[config.mk]
export PLATFORM = sky130hd
export DESIGN_NAME = if_fetch_unit
export DESIGN_NICKNAME = d
export VERILOG_FILES = /design/src/rtl/if_fetch_unit.sv
export SDC_FILE = /design/constraint.sdc
export NUM_CORES = 1
export LEC_CHECK = 0
export BUFFER_PORTS_ARGS = -buffer_cell sky130_fd_sc_hd__buf_2
export CAP_MARGIN = 20
export CORE_ASPECT_RATIO = 1.5
export CORE_UTILIZATION = 25
export CTS_BUF_LIST = sky130_fd_sc_hd__clkbuf_2
export CTS_CLUSTER_SIZE = 12
export DETAILED_ROUTE_END_ITERATION = 8
export MAX_ROUTING_LAYER = met4
export PLACE_DENSITY = 0.44
export SLEW_MARGIN = 20
export SYNTH_ARGS = -nofsm -noshare
export SYNTH_HDL_FRONTEND = slang
export SYNTH_SLANG_ARGS = --single-unit
[constraint.sdc]
create_clock -name clk -period 5.85 [get_ports clk]
set_input_delay 1.4625 -clock clk [delete_from_list [all_inputs] [get_ports clk]]
set_output_delay 1.4625 -clock clk [all_outputs]
set_load 0.01 [all_outputs]
[src/rtl/if_fetch_unit.sv]
// Instruction fetch: owns the PC and runs a req/rsp handshake with instruction memory.
// Instruction is valid in the response cycle (or held in HOLD); im_stall flags every other cycle.
module if_fetch_unit #(
    parameter logic [31:0] RESET_PC = 32'h0000_0000
) (
    input  logic        clk,
    input  logic        reset,
    input  logic        PC_write,
    input  logic        dm_stall,
    input  logic        CSR_stall,
    input  logic        branch_taken,
    input  logic [31:0] branch_target,
    input  logic        trap_valid,
    input  logic [31:0] trap_target,
    output logic        im_req,
    output logic [31:0] im_addr,
    input  logic        im_ready,
    input  logic        im_rvalid,
    input  logic [31:0] im_rdata,
    output logic [31:0] pc,
    output logic [31:0] instruction,
    output logic        im_stall
);

    typedef enum logic [1:0] {RST, REQ, WAIT, HOLD} state_t;

    state_t      state, state_n;
    logic [31:0] pc_q, pc_n;
    logic [31:0] buf_q, buf_n;
    logic        kill_q, kill_n;

    logic        advance;
    logic        redir;
    logic [31:0] tgt;

    assign advance = PC_write & ~dm_stall & ~CSR_stall;
    assign redir   = trap_valid | branch_taken;
    assign tgt     = (trap_valid ? trap_target : branch_target) & ~32'h3;

    always_ff @(posedge clk) begin
        if (!reset) begin
            state  <= RST;
            pc_q   <= RESET_PC;
            buf_q  <= 32'h0;
            kill_q <= 1'b0;
        end else begin
            state  <= state_n;
            pc_q   <= pc_n;
            buf_q  <= buf_n;
            kill_q <= kill_n;
        end
    end

    always_comb begin
        state_n = state;
        pc_n    = pc_q;
        buf_n   = buf_q;
        kill_n  = kill_q;
        case (state)
            RST: begin
                state_n = REQ;
                if (redir) pc_n = tgt;
            end
            REQ: begin
                if (redir) pc_n = tgt;
                if (im_ready) begin
                    state_n = WAIT;
                    // The old address was already accepted; its response must be dropped.
                    if (redir) kill_n = 1'b1;
                end
            end
            WAIT: begin
                if (im_rvalid) begin
                    if (kill_q || redir) begin
                        kill_n  = 1'b0;
                        state_n = REQ;
                        if (redir) pc_n = tgt;
                    end else begin
                        buf_n = im_rdata;
                        if (advance) begin
                            pc_n    = pc_q + 32'd4;
                            state_n = REQ;
                        end else begin
                            state_n = HOLD;
                        end
                    end
                end else if (redir) begin
                    pc_n   = tgt;
                    kill_n = 1'b1;
                end
            end
            HOLD: begin
                if (redir) begin
                    pc_n    = tgt;
                    state_n = REQ;
                end else if (advance) begin
                    pc_n    = pc_q + 32'd4;
                    state_n = REQ;
                end
            end
            default: state_n = RST;
        endcase
    end

    // Outputs depend only on registered state and the memory response, never on EX redirects.
    always_comb begin
        instruction = 32'h0;
        im_stall    = 1'b1;
        if (state == WAIT && im_rvalid && !kill_q) begin
            instruction = im_rdata;
            im_stall    = 1'b0;
        end else if (state == HOLD) begin
            instruction = buf_q;
            im_stall    = 1'b0;
        end
    end

    assign im_req  = (state == REQ);
    assign im_addr = pc_q;
    assign pc      = pc_q;

endmodule

==> run_results.csv, run 1 <==
group,metric,value,unit
run_status,status,"finished clean",
cells_and_area,nets,862,
die,chipWidth,110,µm
die,start_util,25.5,%
sta,finalSetupViolCount,0,
place,hpwl,11900,µm
min_path,worstHoldPathType,"reg2reg",
critical_path,crit_chain,"buf_2 > and3b_2 > nand2_1 > nand2_1 > buf_2",
clock_network,htreeDepth,3,
synthesis,synth_edf_count,0,
synthesis,yosysSeqAreaShare,30.5,%
clock_network,clk_pin_slew,0.17,ns
sta,drv_slew,0,
synthesis,ys.flop_type,"dfxtp_1",
critical_path,crit_start,"im_rvalid",
route,wire_per_inst,17.2,µm
sta,slew_headroom,35.6,%
synthesis,netlist_instances,605,
route,postRouteAntennaNets,0,
critical_path,worstPathArrival,2.70,ns
route,viasPerCell,5.24,
die,core-area,0.0173,mm²
die,io_pins,203,
synthesis,yosysTopAreaCellShare,30.5,%
clock_network,ctsResizeCount,0,
die,row_count,59,
cells_and_area,synthToLayoutAreaGrowth,24.3,%
clock_network,cts_tree,"yes",
place,routabilityCongestion,0.775,
critical_path,cp_max_fo,40,
sta,finalCriticalPeriod,4.16,ns
critical_path,critPathKind,"in2out",
critical_path,slowest_stage,"and3b_2",
global_routing,grt-ovfl-total,0,
critical_path,r2r_slack,3.09,ns
sta,max_freq,0.240,GHz
sta,tns,0,ns
critical_path,r2r_end,"im_addr[14]",
clock_network,cts_hold_buf,0,
sta,max_slew.worst_pin.slew,0.963,ns
synthesis,ys_ff_latch,67,
synthesis,async_reset_ff_share,0,%
clock_network,clk_path_buf_depth,2,
clock_network,cts-buffers-inserted,9,
clock_network,clk_latency,0.53,ns
pwr,powerDensity,188,mW/mm²
critical_path,cp-endpoint,"instruction[17]",
global_routing,grt_usage,18.9,%
route,drt_iter0_drc,250,
pwr,p_leak,2.48,nW
die,die_area,0.0182,mm²
sta,rsz0062_at_grt,"no",
global_routing,first_global_vias,4839,
synthesis,ys_warn_count,0,
critical_path,critPathMaxStageDelay,0.75,ns
route,drt-pass1-iter-count,5,
sta,clock-skew-final,0.0544,ns
pwr,peakVddDrop,0.102,mV
route,drt_wl_total,16800,µm
global_routing,grt_pass1_wl,25500,µm
die,die_h,165,µm
clock_network,cts.sinks,67,
synthesis,synthDistinctLibCells,68,
sta,fin_crit_sh,71.1,%
critical_path,critPathCaptureType,"output port",
sta,worst_hold_slack,0.469,ns
synthesis,yosys-top-cells-area,"dfxtp_1, nand2_1, a21oi_1",
clock_network,root_buffer,"clkbuf_2",
synthesis,synth.most_common_cell,"nand2_1",
flow_run,drv_cap,0,
synthesis,synth_top_area_cell,"dfxtp_1",
critical_path,timing.rr.start,"state[0]",
route,via_count,5103,
critical_path,required,4.39,ns
place,io_buffers,198,
route,drc,0,
global_routing,grt_max_degree,53,
critical_path,start_kind,"input pin",
synthesis,syn_area,0.00440,mm²
synthesis,synthesis.nets,715,
clock_network,post_cts.repair.setup_buffers,0,
cells_and_area,drive_gt1_share,32.1,%
critical_path,r2r_cells,7,
synthesis,synth_commonest_cells,"nand2_1, dfxtp_1, a21oi_1, nand3_1, buf_4",
synthesis,syn_avg_cell_area,7.28,µm²
global_routing,antenna_found_initial,3,
sta,hold_viol_final,0,
## power by group
group	total, mW	internal [mW]	switching (mW)	leakage [nW]
logic	0.184	0.0815	0.102	1.85
clock network	0.336	0.141	0.195	0.0837
registers	0.507	0.475	0.0325	0.547
## layout by cell type, fill, tap and decap left out, types with 3 or more instances in the layout
cell,synthesis,final
a21oi_1,50,50
a221o_1,3,3
a221oi_1,11,11
a222oi_1,7,7
a22o_1,4,4
a22oi_1,4,4
a31oi_1,4,4
and2_1,4,4
and3_1,7,7
and4_1,5,5
buf_2,11,198
buf_4,32,7
clkbuf_2,0,9
dfxtp_1,67,67
diode_2,0,3
ha_1,5,4
inv_1,8,8
nand2_1,162,162
nand2b_1,5,5
nand3_1,46,46
nand4_1,8,8
nor2_1,17,17
nor3_1,6,6
nor3b_1,4,4
nor4_1,5,5
o211a_1,4,4
o211ai_1,4,4
o21ai_0,21,21
o22ai_1,16,16
xnor2_1,8,8
xor2_1,6,6
## routing by layer
metal,vias to the layer above,part of all wire [%],GRT usage (%)
met5,-,0,-
met4,0,2.2,6.76
met3,22,6.3,3.55
met2,210,52,32.9
met1,2434,40,21.2
li1,2437,-,-
## metrics by stage
step           std cells  power, mW  area [µm²]  util, %  worst slack, ns
2_1_floorplan        605      0.618        4400        -             2.14
3_3_place_gp         952      0.698        5300     30.7             1.70
3_5_place_dp         953      0.701        5320     30.8             1.66
4_1_cts              969       1.05        5450     31.6             1.66
5_1_grt              973       1.09        5470     31.7             1.52
6_report             973       1.03        5470     31.7             1.69
## final cells by class
type,count,area (µm²)
clock inverter,7,91.3
sequential,67,1340
tap,213,267
clock buffer,9,45.0
inverter,9,33.8
timing repair buffer,206,1060
multi-input combinational,459,2630
antenna,3,7.51
fill,1966,11800
## critical path, delay by kind of cell
kind	cells	cell delay (ns)
buf+inv	2	0.24
simple gates	3	0.96
## cell families after synthesis
family	count (synthesis)	share of synthesized area, %
and+or+nand+nor	296	33.8
AOI/OAI and AO/OA	141	20.9
buffers and inverters	79	9.95
DFF	67	30.5
xor gates and xnor gates	14	2.79
adders and majority gates	5	1.42
muxes	3	0.739
## worst min-delay path by stage
stage                          from         to  slack, ns  cells past startpoint
final                      buf_q[6]   buf_q[6]       0.47                      2
after global routing      buf_q[27]  buf_q[27]       0.49                      2
after CTS                  buf_q[6]   buf_q[6]       0.47                      2
after detailed placement  buf_q[27]  buf_q[27]       0.45                      2
after global placement     buf_q[9]   buf_q[9]       0.44                      2
after floorplan            buf_q[0]   buf_q[0]       0.44                      2
## flip-flops by register name, summed over array words and instances, names as in the netlist
name     count
buf_q       32
im_addr     32
state        2
kill_q       1
Note: power is estimated with default switching activity, not from simulation.
==> run 2: changes to the inputs <==
Settings changed: ABC_AREA from default to 1, PLACE_DENSITY 0.44 to 0.45.
Clock period 5.85 ns to 3.8 ns, I/O delays scaled along.
==> run 2 against run 1 <==
- count of clock-buffer cells in the layout unchanged
- core utilization decreased by 0.11 points
- non-clock buffer count is 5 higher
- area after synthesis increased by 7.7%
- routed wire length is 2.1% higher
- largest power group unchanged
==> run_results.csv, run 2 <==
group,metric,value,unit
die,io_pins,203,
clock_network,clk_path_buf_depth,2,
die,die_area,0.0195,mm²
die,start_util,25.6,%
clock_network,post_cts.repair.setup_buffers,0,
synthesis,syn_avg_cell_area,5.93,µm²
synthesis,syn_area,0.00474,mm²
sta,rsz0062_at_grt,"no",
clock_network,cts-buffers-inserted,9,
cells_and_area,final_common_cell,"nand2_1",
cells_and_area,multiInputGateArea,0.00277,mm²
critical_path,start_kind,"register",
clock_network,cts_hold_buf,0,
synthesis,ys.flop_type,"dfxtp_1",
die,chipWidth,114,µm
synthesis,async_reset_ff_share,0,%
cells_and_area,synthToLayoutAreaGrowth,23.5,%
cells_and_area,nets,1060,
cells_and_area,fin_area,0.00586,mm²
synthesis,yosysTopAreaCellShare,28.3,%
global_routing,grt_max_degree,61,
place,routabilityCongestion,0.874,
clock_network,htreeDepth,3,
run_status,status,"finished clean",
die,core-area,0.0185,mm²
cells_and_area,fill_cells,2149,
clock_network,root_buffer,"clkbuf_2",
flow_run,drv_cap,0,
route,wire_per_inst,14.2,µm
synthesis,synth.most_common_cell,"nand2_1",
route,viasPerCell,4.48,
cells_and_area,drive_gt1_share,25.9,%
synthesis,ys_ff_latch,67,
place,hpwl,12800,µm
sta,clock-skew-final,0.0263,ns
synthesis,ys_warn_count,0,
sta,drv_slew,0,
synthesis,netlist_instances,799,
critical_path,critPathKind,"reg2out",
critical_path,cp_max_fo,60,
critical_path,required,2.85,ns
clock_network,clk_pin_slew,0.21,ns
critical_path,path_delay_family,"buffers and inverters",
sta,tns,0,ns
global_routing,grt_pass1_wl,26000,µm
sta,slew_headroom,49.2,%
route,drt_wl_total,17100,µm
clock_network,cts_tree,"yes",
synthesis,synth_commonest_cells,"nand2_1, nor2_1, o21ai_0, dfxtp_1, inv_1",
synthesis,yosysSeqAreaShare,28.3,%
clock_network,cts.sinks,67,
pwr,powerDensity,273,mW/mm²
clock_network,clk_latency,0.58,ns
cells_and_area,seqCellArea,0.00134,mm²
synthesis,synth_top_area_cell,"dfxtp_1",
route,via_count,5412,
synthesis,yosys-top-cells-area,"dfxtp_1, nand2_1, nor2_1",
synthesis,synthesis.nets,909,
sta,worst_hold_slack,0.488,ns
clock_network,ctsResizeCount,0,
sta,hold_viol_final,0,
global_routing,antenna_found_initial,2,
place,placed_area,0.00574,mm²
place,io_buffers,198,
sta,finalSetupViolCount,0,
route,drt_iter0_drc,225,
die,die_h,171,µm
pwr,p_leak,2.83,nW
critical_path,worstPathArrival,2.26,ns
synthesis,synthDistinctLibCells,37,
route,drc,0,
global_routing,first_global_vias,4944,
sta,finalCriticalPeriod,3.21,ns
cells_and_area,mostFrequentLayoutCells,"nand2_1, buf_2, nor2_1, o21ai_0, dfxtp_1",
global_routing,grt-ovfl-total,0,
route,drt-pass1-iter-count,4,
sta,max_slew.worst_pin.slew,0.763,ns
synthesis,synth_edf_count,0,
critical_path,critPathMaxStageDelay,0.39,ns
critical_path,crit_chain,"inv_1 > ha_1 > nand2_1 > nor2_4 > buf_12 > nor2_1 > buf_2",
critical_path,slowest_stage,"dfxtp_1",
critical_path,path_buf_inv,3,
sta,fin_crit_sh,84.4,%
sta,max_freq,0.312,GHz
route,postRouteAntennaNets,0,
die,row_count,61,
global_routing,grt_usage,18.1,%
min_path,worstHoldPathType,"reg2reg",
pwr,peakVddDrop,0.102,mV
critical_path,critPathCaptureType,"output port",
==> run 2: cell count changes after synthesis, moves of 8 or more <==
cell	delta
o22ai_1	-14
a221oi_1	-11
nor2_1	+125
o21ai_0	+68
nand2_1	+55
inv_1	+43
xnor2_1	-8
==> run 2: metrics by stage <==
stage | power (mW) | worst slack, ns | util (%) | instances
after detailed placement | 1.17 | 0.802 | 30.9 | 1191
after CTS | 1.63 | 0.489 | 31.5 | 1207
after floorplan | 1.02 | 1.15 | - | 799
after global routing | 1.70 | 0.335 | 31.6 | 1209
after global placement | 1.17 | 0.819 | 30.9 | 1191
final | 1.60 | 0.592 | 31.6 | 1209
==> run 2: final cells by class <==
cell class	instances	area share (%)
clock inverter	7	1.18
tap	252	5.38
multi-input combinational	606	47.4
inverter	55	3.53
antenna	2	0.0855
clock buffer	9	0.769
sequential	67	22.9
timing repair buffer	211	18.8
==> run 2: worst paths after layout <==
path              start           to  slack (ns)  cells past startpoint
max            state[0]     im_stall        0.59                      7
min          im_addr[0]   im_addr[0]        0.49                      2
max reg2reg    state[0]  im_addr[10]        1.41                     13
min reg2reg  im_addr[0]   im_addr[0]        0.49                      2
==> run 2: cells by family after synthesis <==
group	share of synthesized area, %
adder cells (fa/ha/maj)	1.32
buffers and inverters	13.4
AND/OR/NAND/NOR	38.9
AO/OA/AOI/OAI	18.2
flip-flops	28.3
==> run 2: routing by layer <==
layer  routed length, µm  vias to the layer above  track usage [%]
li1                    -                     2859                -
met1                6970                     2392             18.9
met2                9160                      147             33.9
met3                 683                       14             2.59
met4                 308                        0             6.83
met5                   0                        -                -
==> run 2: report_power, final <==
part	leakage, nW	switching, mW	internal, mW
registers	0.548	0.0542	0.737
clock network	0.0576	0.304	0.147
logic	2.23	0.210	0.145
==> run 2: worst min-delay path: cells and delay by family (launching register included) <==
kind	cells	cell delay, ns
AND/OR/NAND/NOR	2	0.10
flip-flops	1	0.38
